### config.mk
export PLATFORM = sky130hd
export DESIGN_NAME = timer_counter
export DESIGN_NICKNAME = d
export VERILOG_FILES = /design/src/rtl/timer_pkg.sv /design/src/rtl/timer_counter.sv
export SDC_FILE = /design/constraint.sdc
export NUM_CORES = 1
export LEC_CHECK = 0
export BUFFER_PORTS_ARGS = -buffer_cell sky130_fd_sc_hd__buf_4
export CAP_MARGIN = 25
export CORE_MARGIN = 1.5
export CORE_UTILIZATION = 30
export CTS_BUF_LIST = sky130_fd_sc_hd__clkbuf_4 sky130_fd_sc_hd__clkbuf_8
export CTS_CLUSTER_SIZE = 12
export DETAILED_ROUTE_END_ITERATION = 7
export GPL_TIMING_DRIVEN = 0
export HOLD_SLACK_MARGIN = 0.08
export SLEW_MARGIN = 40
export SYNTH_ARGS = -nofsm -noshare
export SYNTH_HDL_FRONTEND = slang
export SYNTH_SLANG_ARGS = --single-unit
### constraint.sdc
create_clock -name clk -period 3.4 [get_ports clk]
set_clock_uncertainty 0.2 [all_clocks]
set_input_delay 0.17 -clock clk [delete_from_list [all_inputs] [get_ports clk]]
set_output_delay 0.17 -clock clk [all_outputs]
set_load 0.005 [all_outputs]
### src/rtl/timer_pkg.sv
// Shared definitions for the memory-mapped timer: FSM states, register offsets and CTRL layout.
// Pure declarations, no logic.
package timer_pkg;

    typedef enum logic [1:0] {
        ST_IDLE = 2'd0,
        ST_LOAD = 2'd1,
        ST_CNT  = 2'd2,
        ST_INT  = 2'd3
    } state_e;

    localparam logic [1:0] ADDR_CTRL   = 2'd0;
    localparam logic [1:0] ADDR_PRESET = 2'd1;
    localparam logic [1:0] ADDR_COUNT  = 2'd2;

    localparam int CTRL_EN       = 0;
    localparam int CTRL_MODE_LSB = 1;
    localparam int CTRL_MODE_MSB = 2;
    localparam int CTRL_IM       = 3;

    // MODE values 2'b1x fall back to one-shot behaviour.
    typedef enum logic [1:0] {
        MODE_ONESHOT = 2'b00,
        MODE_RELOAD  = 2'b01
    } mode_e;

endpackage

### src/rtl/timer_counter.sv
// Down-counting timer with CTRL/PRESET/COUNT registers, one-shot or auto-reload, and a masked irq.
// Reads are combinational; irq rises PRESET+1 edges after the enabling CTRL write.
module timer_counter
    import timer_pkg::*;
(
    input  logic        clk,
    input  logic        reset_n,
    input  logic [1:0]  addr,
    input  logic        we,
    input  logic [31:0] wdata,
    output logic [31:0] rdata,
    output logic        irq
);

    state_e      state_q, state_d;
    logic [3:0]  ctrl_q, ctrl_d;
    logic [31:0] preset_q, preset_d;
    logic [31:0] count_q, count_d;
    logic        irq_flag_q, irq_flag_d;

    logic ctrl_wr;
    logic preset_wr;
    logic en;
    logic reload;

    assign ctrl_wr   = we && (addr == ADDR_CTRL);
    assign preset_wr = we && (addr == ADDR_PRESET);
    // EN as it will be after this edge, so the enabling write itself moves IDLE to LOAD.
    assign en        = ctrl_wr ? wdata[CTRL_EN] : ctrl_q[CTRL_EN];
    assign reload    = (ctrl_q[CTRL_MODE_MSB:CTRL_MODE_LSB] == MODE_RELOAD);

    always_comb begin
        state_d    = state_q;
        ctrl_d     = ctrl_q;
        preset_d   = preset_q;
        count_d    = count_q;
        irq_flag_d = irq_flag_q;

        case (state_q)
            ST_IDLE: begin
                if (en) state_d = ST_LOAD;
            end
            ST_LOAD: begin
                count_d = preset_q;
                state_d = ST_CNT;
            end
            ST_CNT: begin
                if (!en) begin
                    state_d = ST_IDLE;
                end else if (count_q > 32'd1) begin
                    count_d = count_q - 32'd1;
                end else begin
                    count_d    = '0;
                    irq_flag_d = 1'b1;
                    state_d    = ST_INT;
                end
            end
            ST_INT: begin
                if (reload) begin
                    irq_flag_d = 1'b0;
                    state_d    = en ? ST_LOAD : ST_IDLE;
                end else begin
                    ctrl_d[CTRL_EN] = 1'b0;
                    state_d         = ST_IDLE;
                end
            end
            default: state_d = ST_IDLE;
        endcase

        // Bus writes take priority over any FSM update of CTRL and the irq flag.
        if (ctrl_wr) begin
            ctrl_d     = wdata[3:0];
            irq_flag_d = 1'b0;
        end
        if (preset_wr) preset_d = wdata;
    end

    always_ff @(posedge clk or negedge reset_n) begin
        if (!reset_n) begin
            state_q    <= ST_IDLE;
            ctrl_q     <= '0;
            preset_q   <= '0;
            count_q    <= '0;
            irq_flag_q <= 1'b0;
        end else begin
            state_q    <= state_d;
            ctrl_q     <= ctrl_d;
            preset_q   <= preset_d;
            count_q    <= count_d;
            irq_flag_q <= irq_flag_d;
        end
    end

    always_comb begin
        rdata = '0;
        case (addr)
            ADDR_CTRL:   rdata = {28'b0, ctrl_q};
            ADDR_PRESET: rdata = preset_q;
            ADDR_COUNT:  rdata = count_q;
            default:     rdata = '0;
        endcase
    end

    assign irq = irq_flag_q & ctrl_q[CTRL_IM];

endmodule

# == After elaboration in Yosys (flattened, before gate mapping) ==
# Index checks and enable logic that the tools add are counted.
# totals
ff_bits,71
latchBits,0
rom_bits,0
mem_count,0
ram_bits,0
out_inout_bits,33
# op_classes
n_eq_ne,13
order_cmp,1
n_mul,0
div_mod_pow,0
mux,19
n_addsub,1
shifts,0
bitwise_logic,1
reduce_logical,11
# op_table
operator,count
$pmux W32 S3,1
$mux W32,2
$pmux W32 S2,1
$gt A32 B1 Y1 const B,1
$sub A32 B1 Y32 const B,1
$ne A3 B3 Y1 const B,4
$mux W1,10
$pmux W2 S4,1
$eq A2 B1 Y1 const B,3
$eq A2 B2 Y1 const B,3
$mux W2,3
$ne A2 B2 Y1 const B,3
$reduce_and A2 Y1,3
$logic_not A2 Y1,2
$reduce_and A4 Y1,1
$reduce_bool A2 Y1,2
$reduce_bool A3 Y1,1
$logic_and A1 B1 Y1,2
$pmux W1 S2,1
$and A1 B1 Y1,1

# == Longest topological paths before layout ==
# logic_depth
depth_word,6
mapped_depth,8
ltp_nobuf,7

# == Worst setup path before layout ==
# OpenSTA, ideal clock, no wires.
# synth_timing
path_kind,reg2reg
start,register count_q[25]
end,register count_q[25]
synth_period_minus_slack_ns,2.755
path_stages_with_launch,7
slack_ns,0.645
n_path_buf,1
arrival_time_ns,2.429
path_cell_list,dfrtp_1 or4_4 or4_4 o41ai_4 buf_6 nor4_1 a311o_1
# synth_via
elab_chain_cells,4
elab_cells_between_ends,5
cone_classes,1 x add/sub; 1 x order compare; 3 x mux
# synth_rtl
item,line,source
start: declaration,timer_counter.sv:18,"logic [31:0] count_q, count_d;"
start signal: assignment,timer_counter.sv:89,count_q <= count_d;
$sub A32 B1 Y32 or $gt A32 B1 Y1 (tied branches),"timer_counter.sv:51, timer_counter.sv:50",
$mux W32 *,timer_counter.sv:50,end else if (count_q > 32'd1) begin
$mux W32 *,timer_counter.sv:48,if (!en) begin
$pmux W32 S2 *,timer_counter.sv:39,case (state_q)
# Mark *: on every way between the ends. The rest lies on a longest branch, timed or not. The select of a mux whose other input is x is not followed.
# A chain may end at the register's enable or synchronous reset.

# == Worst setup path in the final report ==
# layout_timing
start,input addr[0]
end,register count_q[7]
# layout_via
elab_chain_cells,5
# layout_rtl
item,line,source
start: declaration,timer_counter.sv:8,"input logic [1:0] addr,"
$logic_not A2 Y1,timer_counter.sv:26,assign ctrl_wr = we && (addr == ADDR_CTRL);
$logic_and A1 B1 Y1,timer_counter.sv:26,
$mux W1,timer_counter.sv:29,assign en = ctrl_wr ? wdata[CTRL_EN] : ctrl_q[CTRL_EN];
$ne A2 B2 Y1 (no source line),n/a,
$reduce_and A2 Y1 (no source line),n/a,
# No other way between the ends.

==> metrics.csv <==
stage,metric,value,unit
worst_hold_path,min-delay-path-class,input pin to async pin,
floorplanning,core,13200,sq um
setup_path,crit_chain,dlygate4sd3_1 > buf_4 > nor3b_2 > mux2i_1 > o21a_1 > clkbuf_1 > clkbuf_1 > o22ai_1,
global_route,grt_overflow,0,
timing,period_needed,3190,ps
setup_path,cp_common_cell,clkbuf_1,
timing,setup-violations-final,0,
setup_path,arrival,3220,ps
routing,num_vias,3872,
setup_path,cpMaxStageDelayCell,clkbuf_1,
pwr,power_leakage,2.25,nW
global_route,grt_first_pass_wirelength,21300,microns
cts,cts_tree,yes,
finish,syn_to_final_growth,34.0,%
synthesis,postSynthNetCount,443,
synthesis,syn_area_per_cell,9.98,sq um
cts,clock_latency,370,ps
routing,drt-initial-drc-count,286,
floorplanning,rows,42,
timing,holdWs,187,ps
timing,fmax,0.313,GHz
setup_path,required,3430,ps
cts,clk_path_buf_depth,2,
cts,cts-root-buf,clkbuf_8,
cts,clk_pin_slew_worst_paths,80,ps
routing,drt-pass1-iter-count,5,
timing,maxSlewHeadroom,50.1,%
floorplanning,initial_utilization,30.6,%
synthesis,yosys-top-cells-area,"dfrtp_1, mux2_2, a22o_1, o21ai_0, nand2_1",
timing,hold_viol,0,
place,place_hpwl,9210,microns
global_route,grt_use_total,19.5,%
floorplanning,io_pins,70,
finish,final_cell_mix,"dfrtp_1, buf_4, a22o_1",
routing,drc,0,
synthesis,netlist_instances,404,
timing,rsz0062_at_grt,no,
floorplanning,die_y,119,microns
synthesis,synth_edf_count,0,
synthesis,synth-main-ff-cell,dfrtp_1,
setup_path,crit_type,input pin to flop,
finish,layout_commonest_cell,dfrtp_1,
floorplanning,die_area,14200,sq um
setup_path,end_kind,flop,
setup_path,critical_path.max_stage_delay,570,ps
setup_path,critPathMaxFanout,10,
setup_path,worstSetupStartpointType,input pin,
setup_path,r2r_end,count_q[23]$_DFFE_PN0P_,
routing,finalWirelength,13200,microns
cts,cts_resized,0,
setup_path,r2r_cells,6,
timing,fin_crit_sh,93.8,%
synthesis,yosysSeqAreaShare,44.0,%
cts,cts_hold_buf,35,
routing,routedWlPerCell,18.9,microns
place,gp_congestion,0.905,
floorplanning,die_w,119,microns
place,port_buffers,68,
cts,clkSinkCount,71,
global_route,grt_pass1_vias,3923,
routing,drtAntennaViolNets,0,
timing,drv_slew,0,
synthesis,syn_area,4030,sq um
global_route,grt_start_max_net_pins,72,
pwr,peakVddDrop,0.248,mV
finish,n_antenna_cell,0,
synthesis,yosys.cell_types.count,52,
finish,nets,557,
setup_path,r2r_setup_slack,260,ps
cts,cts_max_level,3,
global_route,antenna_found_initial,0,
synthesis,synth_top_area_share,44.0,%
flow_run,maxCapViolations,0,
timing,fin_tns_setup,0,ps
synthesis,async_reset_ff_share,100,%
finish,drive_above_1_share,26.2,%
status,outcome,"finished, final reports clean",
synthesis,yosysTopAreaCell,dfrtp_1,
synthesis,yosysWarnings,0,
routing,routed_via_density,5.54,
timing,tightest_slew,748,ps
setup_path,r2r-start,count_q[25]$_DFFE_PN0P_,
synthesis,ys_ff_latch,71,
cts,cts_made_buffers,9,
pwr,p_per_area,766,nW/um^2
cts,cts_setup_buffers,0,
worst max-delay path, delay by kind of cell:
| kind | cells | cell delay [ps] |
|---|---|---|
| compound gates | 2 | 430 |
| buf+inv | 4 | 1780 |
| mux | 1 | 370 |
| simple gates | 1 | 470 |
synth_stat cells, types with 2 or more instances:
library cell and n:
nand2_1 33, a22o_1 40, inv_1 11, o31a_1 2, o21ai_0 28, o22ai_1 3
or4_1 7, nor4_1 12, o2bb2ai_1 6, mux2i_1 5, nand4_1 2, and2_1 4
nor2_1 15, clkbuf_1 23, nand3_1 11, o31ai_1 5, nor2b_1 4, a32oi_1 7
o311ai_0 2, or3_1 2, nand2b_1 2, a2bb2oi_1 2, or2_2 7, o211ai_1 6
dfrtp_1 71, mux2_2 35, or4_4 2, buf_2 2, nor3_1 13, buf_1 5
o41ai_1 5, a22oi_1 5, ha_1 2, a21oi_1 7
power by group:
group          switching (mW)  internal, mW  total [mW]
sequential              0.314          1.13        1.44
combinational            1.04         0.755        1.80
clock                   0.340         0.558       0.898
worst max path at each step:
stage | start | end | cells past startpoint
final | addr[0] | count_q[7]$_DFFE_PN0P_ | 8
after global routing | addr[0] | count_q[15]$_DFFE_PN0P_ | 8
after CTS | count_q[7]$_DFFE_PN0P_ | irq_flag_q$_DFFE_PN0P_ | 7
after detailed placement | count_q[7]$_DFFE_PN0P_ | irq_flag_q$_DFFE_PN0P_ | 7
after global placement | count_q[7]$_DFFE_PN0P_ | count_q[22]$_DFFE_PN0P_ | 7
after floorplan | count_q[25]$_DFFE_PN0P_ | count_q[25]$_DFFE_PN0P_ | 6
sequential cells by signal, indices dropped and copies added (netlist names):
name / count
count_q: 32
ctrl_q: 4
irq_flag_q: 1
preset_q: 32
state_q: 2
per-layer routing:
| metal | part of all wire (%) | vias up | wire length (microns) | GRT usage (%) |
|---|---|---|---|---|
| met5 | 0 | - | 0 | 0 |
| met4 | 2.1 | 0 | 278 | 8.06 |
| met3 | 7.0 | 23 | 928 | 4.93 |
| met2 | 48 | 134 | 6280 | 31.2 |
| met1 | 43 | 1933 | 5720 | 25.1 |
| li1 | - | 1782 | - | - |
area by class of cell:
| cell class | count | area [sq um] |
|---|---|---|
| fill | 1317 | 7790 |
| multi-input combinational | 291 | 2120 |
| sequential | 71 | 1780 |
| timing repair buffer | 103 | 865 |
| tap | 176 | 220 |
| clock inverter | 7 | 135 |
| buffer | 31 | 126 |
| clock buffer | 9 | 124 |
| inverter | 11 | 41.3 |
per-stage QoR:
stage	std cells	util [%]	worst slack, ps	instance area (sq um)	power (mW)
3_5_place_dp	648	36.3	98.3	4780	3.18
5_1_grt	699	41.0	4.57	5400	4.40
3_3_place_gp	648	36.1	167	4760	3.13
6_report	699	41.0	210	5400	4.14
2_1_floorplan	404	-	645	4030	2.53
4_1_cts	699	40.9	58.6	5390	4.12
logic make-up after synthesis:
| logic type | Yosys count | synth area share (%) |
|---|---|---|
| muxes | 40 | 11.0 |
| AOI/OAI and AO/OA | 130 | 24.6 |
| adders and majority gates | 2 | 0.620 |
| buffers and inverters | 42 | 4.16 |
| and+or+nand+nor | 119 | 15.5 |
| DFF | 71 | 44.0 |
(Power assumes the default switching activity.)
